File: src/rtl/alu_exec_pkg.sv
// alu_exec_pkg: shared types for the multi-cycle execute unit.
// Holds the ALU op codes, FSM states, widths and the is_shift helper.
package alu_exec_pkg;

  localparam int DATA_W  = 32;
  localparam int SHAMT_W = 5;

  typedef enum logic [3:0] {
    OP_AND   = 4'b0000,
    OP_OR    = 4'b0001,
    OP_ADD   = 4'b0010,
    OP_XOR   = 4'b0011,
    OP_SLL   = 4'b0100,
    OP_SRL   = 4'b0101,
    OP_SUB   = 4'b0110,
    OP_SRA   = 4'b0111,
    OP_BEQ   = 4'b1000,
    OP_BLT   = 4'b1001,
    OP_BGE   = 4'b1010,
    OP_BNE   = 4'b1011,
    OP_SLT   = 4'b1100,
    OP_PASSB = 4'b1101,
    OP_ZERO0 = 4'b1110,
    OP_ZERO1 = 4'b1111
  } alu_op_t;

  typedef enum logic [1:0] {
    IDLE  = 2'd0,
    SHIFT = 2'd1,
    DONE  = 2'd2
  } exec_state_t;

  function automatic logic is_shift(alu_op_t op);
    return (op == OP_SLL) || (op == OP_SRL) ||
           (op == OP_SRA);
  endfunction

endpackage

File: src/rtl/alu_exec_shifter.sv
// alu_exec_shifter: iterative one-bit-per-cycle shifter.
// Ports: clk, reset (async high); load captures data_in, shamt,
// dir (1 = right) and arith (1 = SRA); data_out is the value the
// register takes on this edge; done marks the final step.
module alu_exec_shifter
  import alu_exec_pkg::*;
(
  input  logic               clk,
  input  logic               reset,
  input  logic               load,
  input  logic               dir,
  input  logic               arith,
  input  logic [SHAMT_W-1:0] shamt,
  input  logic [DATA_W-1:0]  data_in,
  output logic [DATA_W-1:0]  data_out,
  output logic               done
);

  logic [DATA_W-1:0]  sreg;
  logic [SHAMT_W-1:0] count;
  logic               dir_q;
  logic               arith_q;
  logic               fill;

  assign fill = arith_q & sreg[DATA_W-1];

  assign data_out = dir_q
    ? {fill, sreg[DATA_W-1:1]}
    : {sreg[DATA_W-2:0], 1'b0};

  // Count hits zero on this edge, so the owner can
  // capture data_out and leave SHIFT without a spare cycle.
  assign done = (count == SHAMT_W'(1));

  always_ff @(posedge clk or posedge reset) begin
    if (reset) begin
      sreg    <= '0;
      count   <= '0;
      dir_q   <= 1'b0;
      arith_q <= 1'b0;
    end else if (load) begin
      sreg    <= data_in;
      count   <= shamt;
      dir_q   <= dir;
      arith_q <= arith;
    end else if (count != '0) begin
      sreg  <= data_out;
      count <= count - 1'b1;
    end
  end

endmodule

File: src/rtl/alu_exec_unit.sv
// alu_exec_unit: EX-stage ALU with valid/ready handshakes.
// Ports: clk, reset (async high); in_valid/in_ready, operation,
// src_a, src_b accept work; out_valid/out_ready, result return it;
// busy flags SHIFT or DONE. Define ALU_EXEC_FAST_SHIFT_EN for a
// single-cycle barrel shifter instead of the iterative one.
module alu_exec_unit
  import alu_exec_pkg::*;
(
  input  logic              clk,
  input  logic              reset,
  input  logic              in_valid,
  output logic              in_ready,
  input  logic [3:0]        operation,
  input  logic [DATA_W-1:0] src_a,
  input  logic [DATA_W-1:0] src_b,
  output logic              out_valid,
  input  logic              out_ready,
  output logic [DATA_W-1:0] result,
  output logic              busy
);

  alu_op_t            op;
  logic [SHAMT_W-1:0] shamt;
  exec_state_t        state_q;
  exec_state_t        state_d;
  logic [DATA_W-1:0]  alu_val;
  logic [DATA_W-1:0]  result_q;
  logic               accept;
  logic               iter_shift;

  assign op     = alu_op_t'(operation);
  assign shamt  = src_b[SHAMT_W-1:0];
  assign accept = (state_q == IDLE) && in_valid;

`ifdef ALU_EXEC_FAST_SHIFT_EN
  assign iter_shift = 1'b0;
`else
  logic [DATA_W-1:0] shift_out;
  logic              shift_done;

  assign iter_shift = is_shift(op) && (shamt != '0);

  alu_exec_shifter u_shifter (
    .clk      (clk),
    .reset    (reset),
    .load     (accept && iter_shift),
    .dir      ((op == OP_SRL) || (op == OP_SRA)),
    .arith    (op == OP_SRA),
    .shamt    (shamt),
    .data_in  (src_a),
    .data_out (shift_out),
    .done     (shift_done)
  );
`endif

  always_comb begin
    alu_val = '0;
    unique case (op)
      OP_AND:   alu_val = src_a & src_b;
      OP_OR:    alu_val = src_a | src_b;
      OP_ADD:   alu_val = src_a + src_b;
      OP_XOR:   alu_val = src_a ^ src_b;
      OP_SUB:   alu_val = src_a - src_b;
`ifdef ALU_EXEC_FAST_SHIFT_EN
      OP_SLL:   alu_val = src_a << shamt;
      OP_SRL:   alu_val = src_a >> shamt;
      OP_SRA:
        alu_val = DATA_W'($signed(src_a) >>> shamt);
`else
      // Only reached with shamt 0; longer shifts iterate.
      OP_SLL,
      OP_SRL,
      OP_SRA:   alu_val = src_a;
`endif
      OP_BEQ:   alu_val = DATA_W'(src_a == src_b);
      OP_BNE:   alu_val = DATA_W'(src_a != src_b);
      OP_BLT,
      OP_SLT:
        alu_val = DATA_W'($signed(src_a) < $signed(src_b));
      OP_BGE:
        alu_val = DATA_W'($signed(src_a) >= $signed(src_b));
      OP_PASSB: alu_val = src_b;
      OP_ZERO0,
      OP_ZERO1: alu_val = '0;
    endcase
  end

  always_comb begin
    state_d = state_q;
    unique case (state_q)
      IDLE:
        if (in_valid) begin
          state_d = iter_shift ? SHIFT : DONE;
        end
`ifndef ALU_EXEC_FAST_SHIFT_EN
      SHIFT:
        if (shift_done) begin
          state_d = DONE;
        end
`endif
      DONE:
        if (out_ready) begin
          state_d = IDLE;
        end
      default: state_d = IDLE;
    endcase
  end

  always_ff @(posedge clk or posedge reset) begin
    if (reset) begin
      state_q <= IDLE;
    end else begin
      state_q <= state_d;
    end
  end

  always_ff @(posedge clk or posedge reset) begin
    if (reset) begin
      result_q <= '0;
    end else if (accept && !iter_shift) begin
      result_q <= alu_val;
`ifndef ALU_EXEC_FAST_SHIFT_EN
    end else if (state_q == SHIFT && shift_done) begin
      result_q <= shift_out;
`endif
    end
  end

  assign result    = result_q;
  assign in_ready  = (state_q == IDLE);
  assign out_valid = (state_q == DONE);
  assign busy      = (state_q != IDLE);

endmodule

File: config.mk
export PLATFORM = sky130hd
export DESIGN_NAME = alu_exec_unit
export DESIGN_NICKNAME = d
export VERILOG_FILES = /design/src/rtl/alu_exec_pkg.sv /design/src/rtl/alu_exec_shifter.sv /design/src/rtl/alu_exec_unit.sv
export SDC_FILE = /design/constraint.sdc
export NUM_CORES = 1
export LEC_CHECK = 0
export CORE_ASPECT_RATIO = 1.2
export CORE_MARGIN = 2
export CORE_UTILIZATION = 35
export DETAILED_ROUTE_END_ITERATION = 8
export SYNTH_ARGS = -nofsm -noshare
export SYNTH_HDL_FRONTEND = slang
export SYNTH_HIERARCHICAL = 1
export SYNTH_SLANG_ARGS = --single-unit
File: constraint.sdc
create_clock -name clk -period 4.4 [get_ports clk]
set_clock_uncertainty 0.2 [all_clocks]
set_input_delay 0.66 -clock clk [delete_from_list [all_inputs] [get_ports clk]]
set_output_delay 0.66 -clock clk [all_outputs]
set_load 0.05 [all_outputs]
# Word level (Yosys, flattened, before mapping)
# Cells that the tools add are included.
# op_classes
reduce_logical	20
n_eq_ne	23
bitwise_logic	4
n_mux	13
order_cmp	2
addsub	3
# ops
op	count
$pmux W32 S12	1
$mux W32	5
$add A32 B32 Y32	1
$and A32 B32 Y32	1
$eq A32 B32 Y1	1
$eq A4 B4 Y1 const B	8
$ge A32 B32 Y1	1
$lt A32 B32 Y1	1
$ne A32 B32 Y1	1
$or A32 B32 Y32	1
$sub A32 B32 Y32	1
$xor A32 B32 Y32	1
$eq A4 B3 Y1 const B	4
$mux W5	2
$reduce_bool A5 Y1	2
$eq A4 B2 Y1 const B	2
$mux W2	4
$pmux W2 S3	1
$reduce_bool A2 Y1	3
$eq A5 B1 Y1 const B	1
$logic_and A1 B1 Y1	5
$sub A5 B1 Y5 const B	1
$eq A4 B1 Y1 const B	1
$logic_not A4 Y1	1
other kinds (11)	15
# totals
input_bits	72
register_bits	73
wordCells	71
output_inout_bits	35

# Longest topological paths before layout
# depth
depth_word	7
ltp_mapped	13
ltp_nobuf	13

# Cells and area by module
# Netlist, hierarchy kept.
# by_module_without_submodules
module	area_each_um2	instances	cells_per_inst	seq_area_each_um2
alu_exec_unit	7272.0	1	1047	850.8
alu_exec_shifter	2257.2	1	212	975.9

# Least setup slack after synthesis
# OpenSTA, ideal clock, no wires.
# synth_timing
kind	input port to flip-flop
start	input src_a[0]
end	register result_q[30] (netlist: result[30])
stages	11
required_ns	4.080
setup_slack_ns	0.937
setup_time_ns	0.120
path_buffers	0
t_arrival_ns	3.143
cell_sequence	ha_1 -> fa_1 -> a21oi_1 -> o21ai_0 -> a221o_1 -> a31oi_1 -> o31ai_1 -> a2111oi_0 -> or3_1 -> o311ai_0 -> and3_1
# synth_via
elab_chain_len	3
elab_cells_between_ends	4
cone_classes	add/sub: 2; mux: 2
# synth_rtl
element	line	rtl
start, declared	alu_exec_unit.sv:14	input logic [DATA_W-1:0] src_a,
$sub A32 B32 Y32 or $add A32 B32 Y32 (tied branches)	alu_exec_unit.sv:63, alu_exec_unit.sv:61	
$pmux W32 S12 *	alu_exec_unit.sv:58	unique case (op)
$mux W32 *	alu_exec_unit.sv:120	end else if (accept && !iter_shift) begin
end signal, assigned	alu_exec_unit.sv:121	result_q <= alu_val;
end signal, assigned	alu_exec_unit.sv:124	result_q <= shift_out;
end, declared	alu_exec_unit.sv:27	logic [DATA_W-1:0] result_q;
# Mark *: on every way between the ends. The rest lies on a longest branch, timed or not.
# A chain may end at the register's enable or synchronous reset.

# Worst setup path in the final report
# layout_timing
start	input src_b[4]
end	register result_q[29] (netlist: result[29])
# layout_via
elab_chain_len	5
elab_cells_between_ends	9
cone_classes	add/sub: 2; mux: 2; reduce/logical: 5
# layout_rtl
element	line	rtl
start, declared	alu_exec_unit.sv:15	input logic [DATA_W-1:0] src_b,
branches (longest 5 deep; another with $sub A32 B32 Y32)	-	
# Parallel ways; which one is timed is not known.

==> impl_metrics.ini <==
[layout]
utilization_pct = 43.9
nFillCells = 2719
area_delta_synth_final_pct = 23.9
drive_gt1_share_pct = 12.5
antennaDiodeCount = 0
fin_area_mm2 = 0.0118
nets = 1579

[route]
wire_per_inst_um = 22.4
dr_total_vias = 10500
drt-total-wl_mm = 39.3
drc_errors = 0
via_per_inst = 6.02
dr.first_iter.drc_count = 1051
drt_pre_antenna_iters = 5
antenna_left = 0

[die]
core-area_mm2 = 0.0269
num_rows = 66
die_h_um = 185
num_io_pins = 107
die_w_um = 155
die_area_mm2 = 0.0286
start_util_pct = 35.4

[worst_setup_path]
slowest_stage = o31ai_1
critical_path.max_fanout = 10
startpoint_type = input pin
arrival_ns = 4.26
critPathBufInv = 2
r2r_slack_ns = 1.32
crit_chain = clkdlybuf4s50_1, inv_1, ha_1, nand2_1, o31a_1, o21bai_1, a21oi_1, o31ai_1, nand3_1, a221o_1, a41o_1
end_kind = register
required_ns = 4.46
reg2reg_from = u_shifter/count[1]
crit_family = compound AO/OA/AOI/OAI gates
startpoint = src_b[4]
slowest_delay_ns = 0.65
worstSetupPathType = in -> reg

[clocking]
clk_latency_ns = 0.36
numCtsBuffers = 9
clkTransAtPathRegs_ns = 0.07
cts_setup_buffers = 0
tritoncts = done
clock-root-buffer = clkbuf_16
cts_max_level = 3
cts_buffer_depth = 2
cts.sinks = 73

[synthesis]
yosys-top-cells-area = dfrtp_1, ha_1, mux2i_1
yosysSeqAreaShare_pct = 19.2
syn_area_per_cell_um2 = 7.57
syn-num-nets = 1432
yosysUniqueCellTypes = 82
synth_area_mm2 = 0.00953
synth.top_cell.area_share_pct = 19.2
synth-edff-count = 0
ys_async_sr_fraction_pct = 100
synth-seq-cells = 73
synthCells = 1259
ys_top_cells_by_count = nand2_1, inv_1, ha_1
synth-main-ff-cell = dfrtp_1
synth_largest_area_cell = dfrtp_1
synth.most_common_cell = nand2_1
yosysWarnings = 6

[grt]
grt_use_met3_pct = 3.39
grt_max_degree = 40
antenna_found_initial = 0
grt_pass1_wl_mm = 60.6
grt_pass1_vias = 10400
grt_remaining_overflow = 0
top_usage_layer = met2
grt_usage_pct = 27.4
use_met1_pct = 35.9
grtUsageMet2_pct = 46.2

[flow_run]
max_cap_viol_count = 0

[sta]
hold_viol_final = 0
rsz0062_at_grt = false
fin_crit_sh_pct = 95.7
maxSlewViolCount = 0
setup_viol = 0
setup_tns_ns = 0
period_minus_slack_ns = 4.21
fmax_ghz = 0.238
worstMarginPinSlew_ns = 1.14
slew_headroom_pct = 23.8

[placement]
gp_congestion = 0.976
hpwl_mm = 30.4
dpl_cell_area_mm2 = 0.0115
io_buffers = 106

[pwr]
power-per-cell-area_mw_per_mm2 = 417
p_leak_nw = 5.44
ir_drop_v = 0.000287

[worst_hold_path]
holdCritPathClass = reg -> reg
holdCritStartpoint = u_shifter/arith_q

[status]
status = complete, no violations
## where the power goes
part,switching (mW),internal [mW]
registers,0.287,0.974
clock network,0.309,0.454
logic,1.75,1.15
total,2.34,2.58
## worst register-to-register path, delay by kind of cell, from the launching register on
family                     cells  cell delay (ns)
DFF                            1             0.39
buffers and inverters          2             0.58
AOI/OAI and AO/OA              2             0.33
adders and majority gates      1             0.14
and+or+nand+nor                3             1.37
## final cells by class
cell class	count	area (µm²)	share of cell area, %
multi-input combinational	1002	6990	59.2
sequential	73	1830	15.5
clock inverter	3	40.0	0.339
tap	340	425	3.60
clock buffer	13	250	2.12
inverter	103	387	3.27
timing repair buffer	217	1890	16.0
## flip-flops by register name (all words and copies together), names as in the netlist
signal             flops
state_q                2
u_shifter/count        5
u_shifter/sreg        32
result                32
u_shifter/dir_q        1
u_shifter/arith_q      1
## layer usage
layer,vias to the layer above,wire length (µm),share of wire (%)
met5,-,0,0
met4,0,1260,3.2
met3,88,2500,6.4
met2,456,18700,48
met1,5103,16800,43
li1,4898,-,-
## cell usage in the layout (no fill, tap or decap), types with 19 or more instances in the layout
| cell type | n |
|---|---|
| a21oi_1 | 83 |
| a221oi_1 | 26 |
| a31oi_1 | 19 |
| buf_4 | 111 |
| clkdlybuf4s50_1 | 106 |
| dfrtp_1 | 73 |
| ha_1 | 99 |
| inv_1 | 101 |
| mux2_2 | 31 |
| mux2i_1 | 52 |
| nand2_1 | 134 |
| nand3_1 | 27 |
| nor2_1 | 89 |
| nor3_1 | 35 |
| o211ai_1 | 19 |
| o21ai_0 | 72 |
| o21ai_1 | 36 |
## path summary, 6_finish.rpt
path | endpoint | depth (start not counted)
max | result[29] | 11
min | u_shifter/arith_q | 1
max reg2reg | result[12] | 8
min reg2reg | u_shifter/arith_q | 1
max in group asynchronous | result[12] | 3
min in group asynchronous | u_shifter/sreg[25] | 3
## cells by family (layout without fill, tap and decap cells)
logic type / Yosys count / count (layout) / synth area share [%]
flip-flops: 73 / 73 / 19.2
adder cells (fa/ha/maj): 101 / 101 / 13.4
AND/OR/NAND/NOR: 373 / 373 / 18.1
AO/OA/AOI/OAI: 427 / 427 / 30.4
XOR/XNOR: 16 / 16 / 1.47
buffers and inverters: 184 / 336 / 8.01
multiplexers: 85 / 85 / 9.36
## timing repair
item,CTS,global route
hold buffers,0,0
endpoints found under the setup margin,0,1
endpoints found under the hold margin,0,0
resized for setup,0,1
## per-stage QoR
step | setup WS (ns) | hold slack [ns] | total power, mW | std cells
after floorplan | 0.937 | 0.281 | 3.12 | 1259
after global placement | -0.0603 | 0.307 | 4.09 | 1735
after detailed placement | -0.115 | 0.312 | 4.13 | 1735
after CTS | 0.264 | 0.325 | 4.90 | 1751
after global routing | 0.0583 | 0.347 | 5.18 | 1751
final | 0.190 | 0.321 | 4.92 | 1751
(Power assumes the default switching activity.)
